**config.mk**
```make
export PLATFORM = sky130hd
export DESIGN_NAME = ram_read_streamer_flat
export DESIGN_NICKNAME = d
export VERILOG_FILES = /design/src/rtl/ram_read_streamer_pkg.sv /design/src/rtl/ram_read_streamer_if.sv /design/src/rtl/ram_read_streamer_skid_fifo.sv /design/src/rtl/ram_read_streamer.sv /design/src/flat_wrapper.sv
export SDC_FILE = /design/constraint.sdc
export NUM_CORES = 1
export LEC_CHECK = 0
export BUFFER_PORTS_ARGS = -buffer_cell sky130_fd_sc_hd__buf_2
export CAP_MARGIN = 20
export CORE_AREA = 2 2 138 140
export CTS_CLUSTER_SIZE = 8
export DETAILED_ROUTE_END_ITERATION = 6
export DIE_AREA = 0 0 140 142
export PLACE_DENSITY_LB_ADDON = 0.1
export SLEW_MARGIN = 20
export SYNTH_ARGS = -nofsm -noshare
export SYNTH_HDL_FRONTEND = slang
export SYNTH_HIERARCHICAL = 1
export SYNTH_SLANG_ARGS = --single-unit
```
**constraint.sdc**
```tcl
create_clock -name clk -period 4.2 [get_ports clk]
set_input_delay 0.63 -clock clk [delete_from_list [all_inputs] [get_ports clk]]
set_output_delay 0.63 -clock clk [all_outputs]
set_load 0.05 [all_outputs]
```
**src/rtl/ram_read_streamer_pkg.sv**
```systemverilog
// ============================================================================
// Module   : ram_stream_pkg
// Brief    : Shared types and constants for the RAM read streamer.
// Revision : 1.0 - initial release
// ============================================================================
`default_nettype none

package ram_stream_pkg;

  typedef enum logic [1:0] {
    IDLE  = 2'd0,
    RUN   = 2'd1,
    DRAIN = 2'd2,
    DONE  = 2'd3
  } state_t;

  localparam int FIFO_DEPTH = 2;
  localparam int FIFO_CNT_W = $clog2(FIFO_DEPTH + 1);

  localparam int DEF_MW     = 8;
  localparam int DEF_DW     = 8;
  localparam int DEF_WORD_W = DEF_MW * DEF_DW;

  function automatic int word_width(input int mw, input int dw);
    return mw * dw;
  endfunction

endpackage

`default_nettype wire

```
**src/rtl/ram_read_streamer_if.sv**
```systemverilog
// ============================================================================
// Module   : ram_read_streamer_if
// Brief    : Control, RAM-port and output-stream bundle of the read streamer.
//            RAM_READ_STREAMER_LAST_EN adds the out_last stream flag.
// Revision : 1.0 - initial release
// ============================================================================
`default_nettype none

interface ram_read_streamer_if #(
  parameter int AW = 11,
  parameter int MW = 8,
  parameter int DW = 8,
  parameter int CW = 12
);

  logic             start;
  logic [AW-1:0]    base_addr;
  logic [CW-1:0]    num_words;
  logic [AW-1:0]    stride;
  logic [AW-1:0]    ram_addr;
  logic [MW-1:0]    ram_we;
  logic [MW*DW-1:0] ram_d;
  logic [MW*DW-1:0] ram_q;
  logic [MW*DW-1:0] out_data;
  logic             out_valid;
  logic             out_ready;
  logic             busy;
  logic             done;
`ifdef RAM_READ_STREAMER_LAST_EN
  logic             out_last;
`endif

  modport master (
    input  start, base_addr, num_words, stride, ram_q, out_ready,
    output ram_addr, ram_we, ram_d, out_data, out_valid, busy, done
`ifdef RAM_READ_STREAMER_LAST_EN
    , output out_last
`endif
  );

  modport slave (
    output start, base_addr, num_words, stride, ram_q, out_ready,
    input  ram_addr, ram_we, ram_d, out_data, out_valid, busy, done
`ifdef RAM_READ_STREAMER_LAST_EN
    , input out_last
`endif
  );

endinterface

`default_nettype wire

```
**src/rtl/ram_read_streamer_skid_fifo.sv**
```systemverilog
// ============================================================================
// Module   : stream_skid_fifo
// Brief    : Two-entry FIFO, head register drives the output directly.
// Revision : 1.0 - initial release
// ============================================================================
`default_nettype none

module stream_skid_fifo
  import ram_stream_pkg::*;
#(
  parameter int WIDTH = DEF_WORD_W
) (
  input  logic                  clk,
  input  logic                  rst_n,
  input  logic                  in_valid_i,
  input  logic [WIDTH-1:0]      in_data_i,
  output logic                  out_valid_o,
  input  logic                  out_ready_i,
  output logic [WIDTH-1:0]      out_data_o,
  output logic [FIFO_CNT_W-1:0] count_o
);

  logic [WIDTH-1:0]      head_q;
  logic [WIDTH-1:0]      tail_q;
  logic [FIFO_CNT_W-1:0] count_q;
  logic                  pop;

  assign out_valid_o = (count_q != '0);
  assign out_data_o  = head_q;
  assign count_o     = count_q;
  assign pop         = out_valid_o & out_ready_i;

  always_ff @(posedge clk or negedge rst_n) begin
    if (!rst_n) begin
      head_q  <= '0;
      tail_q  <= '0;
      count_q <= '0;
    end else begin
      unique case ({in_valid_i, pop})
        2'b10: begin
          if (count_q == '0) head_q <= in_data_i;
          else               tail_q <= in_data_i;
          count_q <= count_q + FIFO_CNT_W'(1);
        end
        2'b01: begin
          head_q  <= tail_q;
          count_q <= count_q - FIFO_CNT_W'(1);
        end
        2'b11: begin
          // Occupancy is unchanged; only the entry order shifts.
          if (count_q == FIFO_CNT_W'(1)) begin
            head_q <= in_data_i;
          end else begin
            head_q <= tail_q;
            tail_q <= in_data_i;
          end
        end
        default: ;
      endcase
    end
  end

endmodule

`default_nettype wire

```
**src/rtl/ram_read_streamer.sv**
```systemverilog
// ============================================================================
// Module   : ram_read_streamer
// Brief    : Walks base/count/stride over a 1-cycle-latency RAM and streams
//            the words out. RAM_READ_STREAMER_LAST_EN adds out_last.
// Revision : 1.0 - initial release
// ============================================================================
`default_nettype none

module ram_read_streamer
  import ram_stream_pkg::*;
#(
  parameter int AW = 11,
  parameter int MW = 8,
  parameter int DW = 8,
  parameter int CW = 12
) (
  input  logic                 clk,
  input  logic                 resetn,
  ram_read_streamer_if.master  bus
);

  localparam int WW = word_width(MW, DW);
`ifdef RAM_READ_STREAMER_LAST_EN
  localparam int FW = WW + 1;
`else
  localparam int FW = WW;
`endif
  localparam int OW = FIFO_CNT_W + 1;

  state_t                state_q;
  logic [AW-1:0]         addr_q;
  logic [AW-1:0]         stride_q;
  logic [CW-1:0]         num_q;
  logic [CW-1:0]         issued_q;
  logic                  rd_pending_q;
  logic                  busy_q;
  logic                  done_q;
`ifdef RAM_READ_STREAMER_LAST_EN
  logic                  last_pending_q;
`endif

  logic [FW-1:0]         fifo_in;
  logic [FW-1:0]         fifo_out;
  logic [FIFO_CNT_W-1:0] fifo_count;
  logic                  fifo_valid;
  logic                  pop;
  logic [OW-1:0]         occupancy;
  logic                  issue;
  logic                  issue_last;
  logic                  drain_empty;

  assign pop       = fifo_valid & bus.out_ready;
  // Words held or in flight once this cycle's pop is accounted for.
  assign occupancy = {1'b0, fifo_count} + OW'(rd_pending_q) - OW'(pop);
  assign issue       = (state_q == RUN) && (issued_q != num_q) && (occupancy < OW'(FIFO_DEPTH));
  assign issue_last  = (issued_q + CW'(1)) == num_q;
  assign drain_empty = !rd_pending_q && ((fifo_count - FIFO_CNT_W'(pop)) == '0);

  always_ff @(posedge clk or negedge resetn) begin
    if (!resetn) begin
      state_q      <= IDLE;
      addr_q       <= '0;
      stride_q     <= '0;
      num_q        <= '0;
      issued_q     <= '0;
      rd_pending_q <= 1'b0;
      busy_q       <= 1'b0;
      done_q       <= 1'b0;
`ifdef RAM_READ_STREAMER_LAST_EN
      last_pending_q <= 1'b0;
`endif
    end else begin
      done_q       <= 1'b0;
      rd_pending_q <= issue;
`ifdef RAM_READ_STREAMER_LAST_EN
      last_pending_q <= issue && issue_last;
`endif
      unique case (state_q)
        IDLE: begin
          if (bus.start) begin
            num_q    <= bus.num_words;
            stride_q <= bus.stride;
            issued_q <= '0;
            if (bus.num_words == '0) begin
              state_q <= DONE;
              done_q  <= 1'b1;
            end else begin
              addr_q  <= bus.base_addr;
              state_q <= RUN;
              busy_q  <= 1'b1;
            end
          end
        end
        RUN: begin
          if (issue) begin
            addr_q   <= addr_q + stride_q;
            issued_q <= issued_q + CW'(1);
            if (issue_last) state_q <= DRAIN;
          end
        end
        DRAIN: begin
          if (drain_empty) begin
            state_q <= DONE;
            done_q  <= 1'b1;
            busy_q  <= 1'b0;
          end
        end
        DONE: begin
          state_q <= IDLE;
        end
        default: state_q <= IDLE;
      endcase
    end
  end

`ifdef RAM_READ_STREAMER_LAST_EN
  assign fifo_in      = {last_pending_q, bus.ram_q};
  assign bus.out_last = fifo_out[WW];
`else
  assign fifo_in      = bus.ram_q;
`endif

  stream_skid_fifo #(
    .WIDTH (FW)
  ) u_fifo (
    .clk         (clk),
    .rst_n       (resetn),
    .in_valid_i  (rd_pending_q),
    .in_data_i   (fifo_in),
    .out_valid_o (fifo_valid),
    .out_ready_i (bus.out_ready),
    .out_data_o  (fifo_out),
    .count_o     (fifo_count)
  );

  assign bus.ram_addr  = addr_q;
  assign bus.ram_we    = '0;
  assign bus.ram_d     = '0;
  assign bus.out_data  = fifo_out[WW-1:0];
  assign bus.out_valid = fifo_valid;
  assign bus.busy      = busy_q;
  assign bus.done      = done_q;

endmodule

`default_nettype wire

```
**src/flat_wrapper.sv**
```systemverilog
// flat-port wrapper written by rule: the top's interface ports become plain ports
module ram_read_streamer_flat import ram_stream_pkg::*;
#(
  parameter int AW = 11,
  parameter int MW = 8,
  parameter int DW = 8,
  parameter int CW = 12
)
  (clk, resetn, bus_start, bus_base_addr, bus_num_words, bus_stride, bus_ram_q, bus_out_ready, bus_ram_addr, bus_ram_we, bus_ram_d, bus_out_data, bus_out_valid, bus_busy, bus_done);
  ram_read_streamer_if #(.AW(AW), .MW(MW), .DW(DW), .CW(CW)) bus_i ();
  input  logic clk;
  input  logic resetn;
  input wire logic [$bits(bus_i.start)-1:0] bus_start;
  input wire logic [$bits(bus_i.base_addr)-1:0] bus_base_addr;
  input wire logic [$bits(bus_i.num_words)-1:0] bus_num_words;
  input wire logic [$bits(bus_i.stride)-1:0] bus_stride;
  input wire logic [$bits(bus_i.ram_q)-1:0] bus_ram_q;
  input wire logic [$bits(bus_i.out_ready)-1:0] bus_out_ready;
  output wire logic [$bits(bus_i.ram_addr)-1:0] bus_ram_addr;
  output wire logic [$bits(bus_i.ram_we)-1:0] bus_ram_we;
  output wire logic [$bits(bus_i.ram_d)-1:0] bus_ram_d;
  output wire logic [$bits(bus_i.out_data)-1:0] bus_out_data;
  output wire logic [$bits(bus_i.out_valid)-1:0] bus_out_valid;
  output wire logic [$bits(bus_i.busy)-1:0] bus_busy;
  output wire logic [$bits(bus_i.done)-1:0] bus_done;
  assign bus_i.start = bus_start;
  assign bus_i.base_addr = bus_base_addr;
  assign bus_i.num_words = bus_num_words;
  assign bus_i.stride = bus_stride;
  assign bus_i.ram_q = bus_ram_q;
  assign bus_i.out_ready = bus_out_ready;
  assign bus_ram_addr = bus_i.ram_addr;
  assign bus_ram_we = bus_i.ram_we;
  assign bus_ram_d = bus_i.ram_d;
  assign bus_out_data = bus_i.out_data;
  assign bus_out_valid = bus_i.out_valid;
  assign bus_busy = bus_i.busy;
  assign bus_done = bus_i.done;
  ram_read_streamer #(.AW(AW), .MW(MW), .DW(DW), .CW(CW)) u_core (.clk(clk), .resetn(resetn), .bus(bus_i));
endmodule
```
==> run summary <==
Clock slew seen by the registers of the worst setup and hold paths: 0.07 ns. Setup repair after global routing left no endpoint under its margin. Summing internal, switching and leakage power gives 9.09 mW. The worst setup slack for register-to-register paths is 0.72 ns. The horizontal die dimension was 140 µm. The number of placement rows was 50.

The count of buffers inserted at the top-level ports was 179; the setup fix buffers added after clock tree synthesis was 0. The critical setup path kind is flop to flop. Of the synthesized area, sequential elements account for 46.3%.

The largest fanout of any net on the critical path is 21, and the proportion of register bits with asynchronous set or reset after synthesis is 100%. The logs give 4.51 ns for the required time at the worst-slack endpoint and 0 for the total of hold buffers inserted after clock tree synthesis. After synthesis the cells add up to 9780 µm². The net total in the final layout came out at 1,209. The tree is rooted in a sky130_fd_sc_hd__clkbuf_16. For this run, design rule violations remaining after detail routing come to 44. The later pin in the worst-skew pair is clocked with a latency of 0.44 ns. Ranked by total cell area, the synthesized netlist is headed by sky130_fd_sc_hd__dfrtp_1 46%, sky130_fd_sc_hd__mux2_4 9.4%, sky130_fd_sc_hd__o21ai_0 7.8%, sky130_fd_sc_hd__buf_4 5.7%, sky130_fd_sc_hd__a31oi_1 4.3%. The via count of the first global-routing pass came out at 7,051. For the cell count after synthesis, the log shows 934. The initial detailed-routing violation count was 468. After synthesis, the netlist uses 62 different library cells.

Cell internal power was estimated by the tool at 4.90 mW. The number of enable-type register cells in the synthesized netlist works out to 0. The destination of the critical timing path was u_core/bus.ram_addr[2]. The number of maximum-capacitance constraint violations was 0. Once the clock tree was built, the resizer swapped 0 gates to a different size. The clock skew was 0.0115 ns.

Destination of the worst register-to-register timing path: u_core/bus.ram_addr[2]. Length in cells of the worst reg-to-reg path: 14. The final critical path takes up 82.9% of the cycle. The logs give 39.9% for the remaining max-slew budget at the tightest pin and 31.6% for the part of the total power dissipated in sequential elements. The area growth from synthesis to layout was 14.0%; the worst-case vdd ir drop was 454 µV. Global routing finished with a remaining overflow of 0. The run gives 19,900 µm² as the die area. Data arrival time of the critical path: 3.80 ns. The run finished, with violations left. Derived from the worst setup path, the maximum achievable clock frequency is 287 MHz. After floorplanning, the core was sized to cover 18,500 µm². For the relative contribution of combinational cells to total power, the log shows 51.0%. The clock passes through at most 2 buffers. The final reports fail on DRC. The time the worst path needs with I/O delays and setup was 3.48 ns. The run gives 17.4% as the clock share of power. After synthesis, the mean cell area works out to 10.5 µm². For this block, the via count after detailed routing is 7,254. Detailed placement ended at an HPWL of 14,500 µm.

The filler cell count is 1,549, and the final estimated routing congestion in global placement is 0.804. Summed over all layers, the routed wires come to 21,900 µm. The number of levels in the clock H-tree came out at 4.

Nature of the critical path startpoint: a flop. TritonCTS created 17 clock buffers. The aggregate global-route resource usage is 22.7%.

Synthesis inferred 181 register bits. The worst setup path is captured at a flop. Dividing the detail-routed wire length by the instance count gives 16.5 µm.

The final-report hold violation count is 0, and the number of antenna violations at the first check in global routing is 1. The wire length of the first global-routing pass was 36,200 µm; the actual slew at the worst max-slew pin was 0.901 ns. The clock net in this run drives a total of 181 sinks. The leakage power of the design was 5.34 nW; the area fraction of the dominant cell type after synthesis was 46.3%. Hold is met by 0.293 ns. Using the TritonRoute via totals, the vias-per-cell ratio works out to 5.45. TritonCTS built the clock tree. For this run, the detailed router's first-pass iteration total came to 7. Of the total power, the share spent switching nets is 46.2%.

Setup violations remaining at the end of the flow were counted as 0. Among all flip-flop cells after synthesis, the most frequent one is sky130_fd_sc_hd__dfrtp_1. Effective utilization at floorplan: 53.0%.

The count of nets left with antenna violations after detail routing is 0, and the I/O pin count is 252. The Yosys step of the flow raised 6 warnings. The post-route setup TNS is 0 ns.

In this run the worst setup path begins at u_core/u_fifo/count_o[1]. In the final layout, the share of cells above drive strength 1 is 30.7%. In this run the critical register-to-register path is launched from u_core/u_fifo/count_o[1]. The analysis attributes to net switching a power of 4.20 mW. Final number of max-transition violations: 0.

The min-delay analysis places its worst path in the category primary input to asynchronous set/reset pin. From bottom edge to top edge, the die measures 142 µm. Library cell occupying the most area in the post-synthesis netlist: sky130_fd_sc_hd__dfrtp_1. Largest net degree at the start of global routing: 97. The power density normalized to cell area was 816 nW/µm².
state kept, by name, indices dropped and copies added, names as in the netlist:
signal and count:
u_core/rd_pending_q 1, u_core/issued_q 12, u_core/stride_q 11, u_core/bus.ram_addr 11, u_core/num_q 12, u_core/u_fifo/out_data_o 64
u_core/u_fifo/tail_q 64, u_core/u_fifo/count_o 2, u_core/bus.done 1, u_core/bus.busy 1, u_core/state_q 2
how the worst min path moves through the flow:
| stage | to | startpoint | cells after the start | slack, ns |
|---|---|---|---|---|
| CTS | u_core/stride_q[6] | resetn | 1 | 0.32 |
| global route | u_core/stride_q[6] | resetn | 1 | 0.35 |
| global placement | u_core/u_fifo/tail_q[0] | u_core/u_fifo/tail_q[0] | 1 | 0.48 |
| finish | u_core/stride_q[6] | resetn | 1 | 0.29 |
| floorplan | u_core/bus.busy | resetn | 0 | 0.33 |
| detailed placement | u_core/u_fifo/tail_q[56] | u_core/u_fifo/tail_q[56] | 1 | 0.49 |
power by group through the flow:
| stage | logic, mW | registers [mW] | clock network (mW) |
|---|---|---|---|
| finish | 4.64 | 2.87 | 1.58 |
| detailed placement | 4.65 | 2.89 | 0 |
| CTS | 4.66 | 2.87 | 1.63 |
| floorplan | 2.66 | 3.95 | 0 |
| global route | 5.01 | 2.97 | 1.70 |
| global placement | 4.59 | 2.89 | 0 |
area by class of cell:
cell class,instances,area (µm²),area share [%]
Multi-Input combinational cell,673,4610,41.4
Sequential cell,181,4530,40.6
Timing Repair Buffer,196,1060,9.53
Clock buffer,18,439,3.94
Tap cell,234,293,2.63
Clock inverter,14,155,1.39
Inverter,14,52.6,0.471
Antenna cell,1,2.50,0.0224
critical path: stages (launching register included):
cell and delay, ns:
sky130_fd_sc_hd__dfrtp_1 0.44, sky130_fd_sc_hd__inv_1 0.12, sky130_fd_sc_hd__ha_1 0.26, sky130_fd_sc_hd__inv_1 0.07, sky130_fd_sc_hd__and2_1 0.16, sky130_fd_sc_hd__ha_1 0.29
sky130_fd_sc_hd__nand2b_1 0.16, sky130_fd_sc_hd__fa_1 0.38, sky130_fd_sc_hd__xnor2_1 0.14, sky130_fd_sc_hd__nand3_1 0.12, sky130_fd_sc_hd__a31oi_2 0.25, sky130_fd_sc_hd__nor2_1 0.10
sky130_fd_sc_hd__a211oi_2 0.21, sky130_fd_sc_hd__buf_4 0.27, sky130_fd_sc_hd__mux2_2 0.36
cell families (layout without fill, tap and decap cells):
family | Yosys count | count (layout) | synth area share [%]
adder cells (fa/ha/maj) | 24 | 24 | 3.23
XOR/XNOR | 28 | 28 | 2.51
AND/OR/NAND/NOR | 168 | 168 | 7.83
flip-flops | 181 | 181 | 46.3
AO/OA/AOI/OAI | 282 | 282 | 17.0
buffers and inverters | 151 | 242 | 9.45
multiplexers | 99 | 99 | 13.6
other | 1 | 73 | 0.0384
per-layer routing:
metal | vias up | global-route usage (%) | wire [µm] | share of wire (%)
met1 | 3480 | 31.7 | 10200 | 47
met5 | - | 0 | 0 | 0
met3 | 34 | 4.10 | 1230 | 5.6
met4 | 0 | 9.09 | 470 | 2.1
li1 | 3471 | - | - | -
met2 | 269 | 35.6 | 10000 | 46
synthesized netlist by cell type (13+ instances only):
| cell | number |
|---|---|
| sky130_fd_sc_hd__a21oi_1 | 22 |
| sky130_fd_sc_hd__a31oi_1 | 67 |
| sky130_fd_sc_hd__buf_2 | 15 |
| sky130_fd_sc_hd__buf_4 | 74 |
| sky130_fd_sc_hd__clkbuf_1 | 38 |
| sky130_fd_sc_hd__dfrtp_1 | 181 |
| sky130_fd_sc_hd__ha_1 | 22 |
| sky130_fd_sc_hd__inv_1 | 14 |
| sky130_fd_sc_hd__mux2_2 | 29 |
| sky130_fd_sc_hd__mux2_4 | 61 |
| sky130_fd_sc_hd__nand2_1 | 21 |
| sky130_fd_sc_hd__nor2_1 | 96 |
| sky130_fd_sc_hd__o21ai_0 | 152 |
| sky130_fd_sc_hd__xnor2_1 | 15 |
| sky130_fd_sc_hd__xor2_1 | 13 |
metrics by stage:
stage | cells | worst slack [ns] | utilization (%) | area [µm²]
CTS | 1329 | 0.715 | 60.3 | 11100
finish | 1331 | 0.717 | 60.4 | 11100
detailed placement | 1297 | 0.752 | 57.1 | 10500
global placement | 1297 | 0.843 | 57.1 | 10500
global route | 1330 | 0.509 | 60.4 | 11100
floorplan | 1005 | 0.820 | - | 10000
layout by cell type (no fill, tap or decap), types with 3 or more instances in the layout:
cell type and n:
sky130_fd_sc_hd__nand3_1 9, sky130_fd_sc_hd__or3_1 3, sky130_fd_sc_hd__nor2b_1 5, sky130_fd_sc_hd__a31oi_1 67, sky130_fd_sc_hd__xor2_1 13, sky130_fd_sc_hd__buf_4 14
sky130_fd_sc_hd__o31ai_1 4, sky130_fd_sc_hd__o21ai_0 152, sky130_fd_sc_hd__o211ai_1 3, sky130_fd_sc_hd__nor4_1 7, sky130_fd_sc_hd__clkinv_8 4, sky130_fd_sc_hd__buf_2 178
sky130_fd_sc_hd__xnor2_1 15, sky130_fd_sc_hd__mux2_2 28, sky130_fd_sc_hd__inv_6 6, sky130_fd_sc_hd__mux2_4 62, sky130_fd_sc_hd__ha_1 21, sky130_fd_sc_hd__dfrtp_1 181
sky130_fd_sc_hd__o21ai_1 3, sky130_fd_sc_hd__nand3_2 3, sky130_fd_sc_hd__inv_1 14, sky130_fd_sc_hd__a21o_1 7, sky130_fd_sc_hd__a211oi_1 4, sky130_fd_sc_hd__a21oi_1 22
sky130_fd_sc_hd__nand2_1 21, sky130_fd_sc_hd__and3_1 4, sky130_fd_sc_hd__nor2_1 95, sky130_fd_sc_hd__and2_1 3, sky130_fd_sc_hd__clkbuf_16 17, sky130_fd_sc_hd__nor3_1 5
sky130_fd_sc_hd__mux2i_1 9, sky130_fd_sc_hd__conb_1 72
No activity file was read; power rests on OpenSTA's default activity.
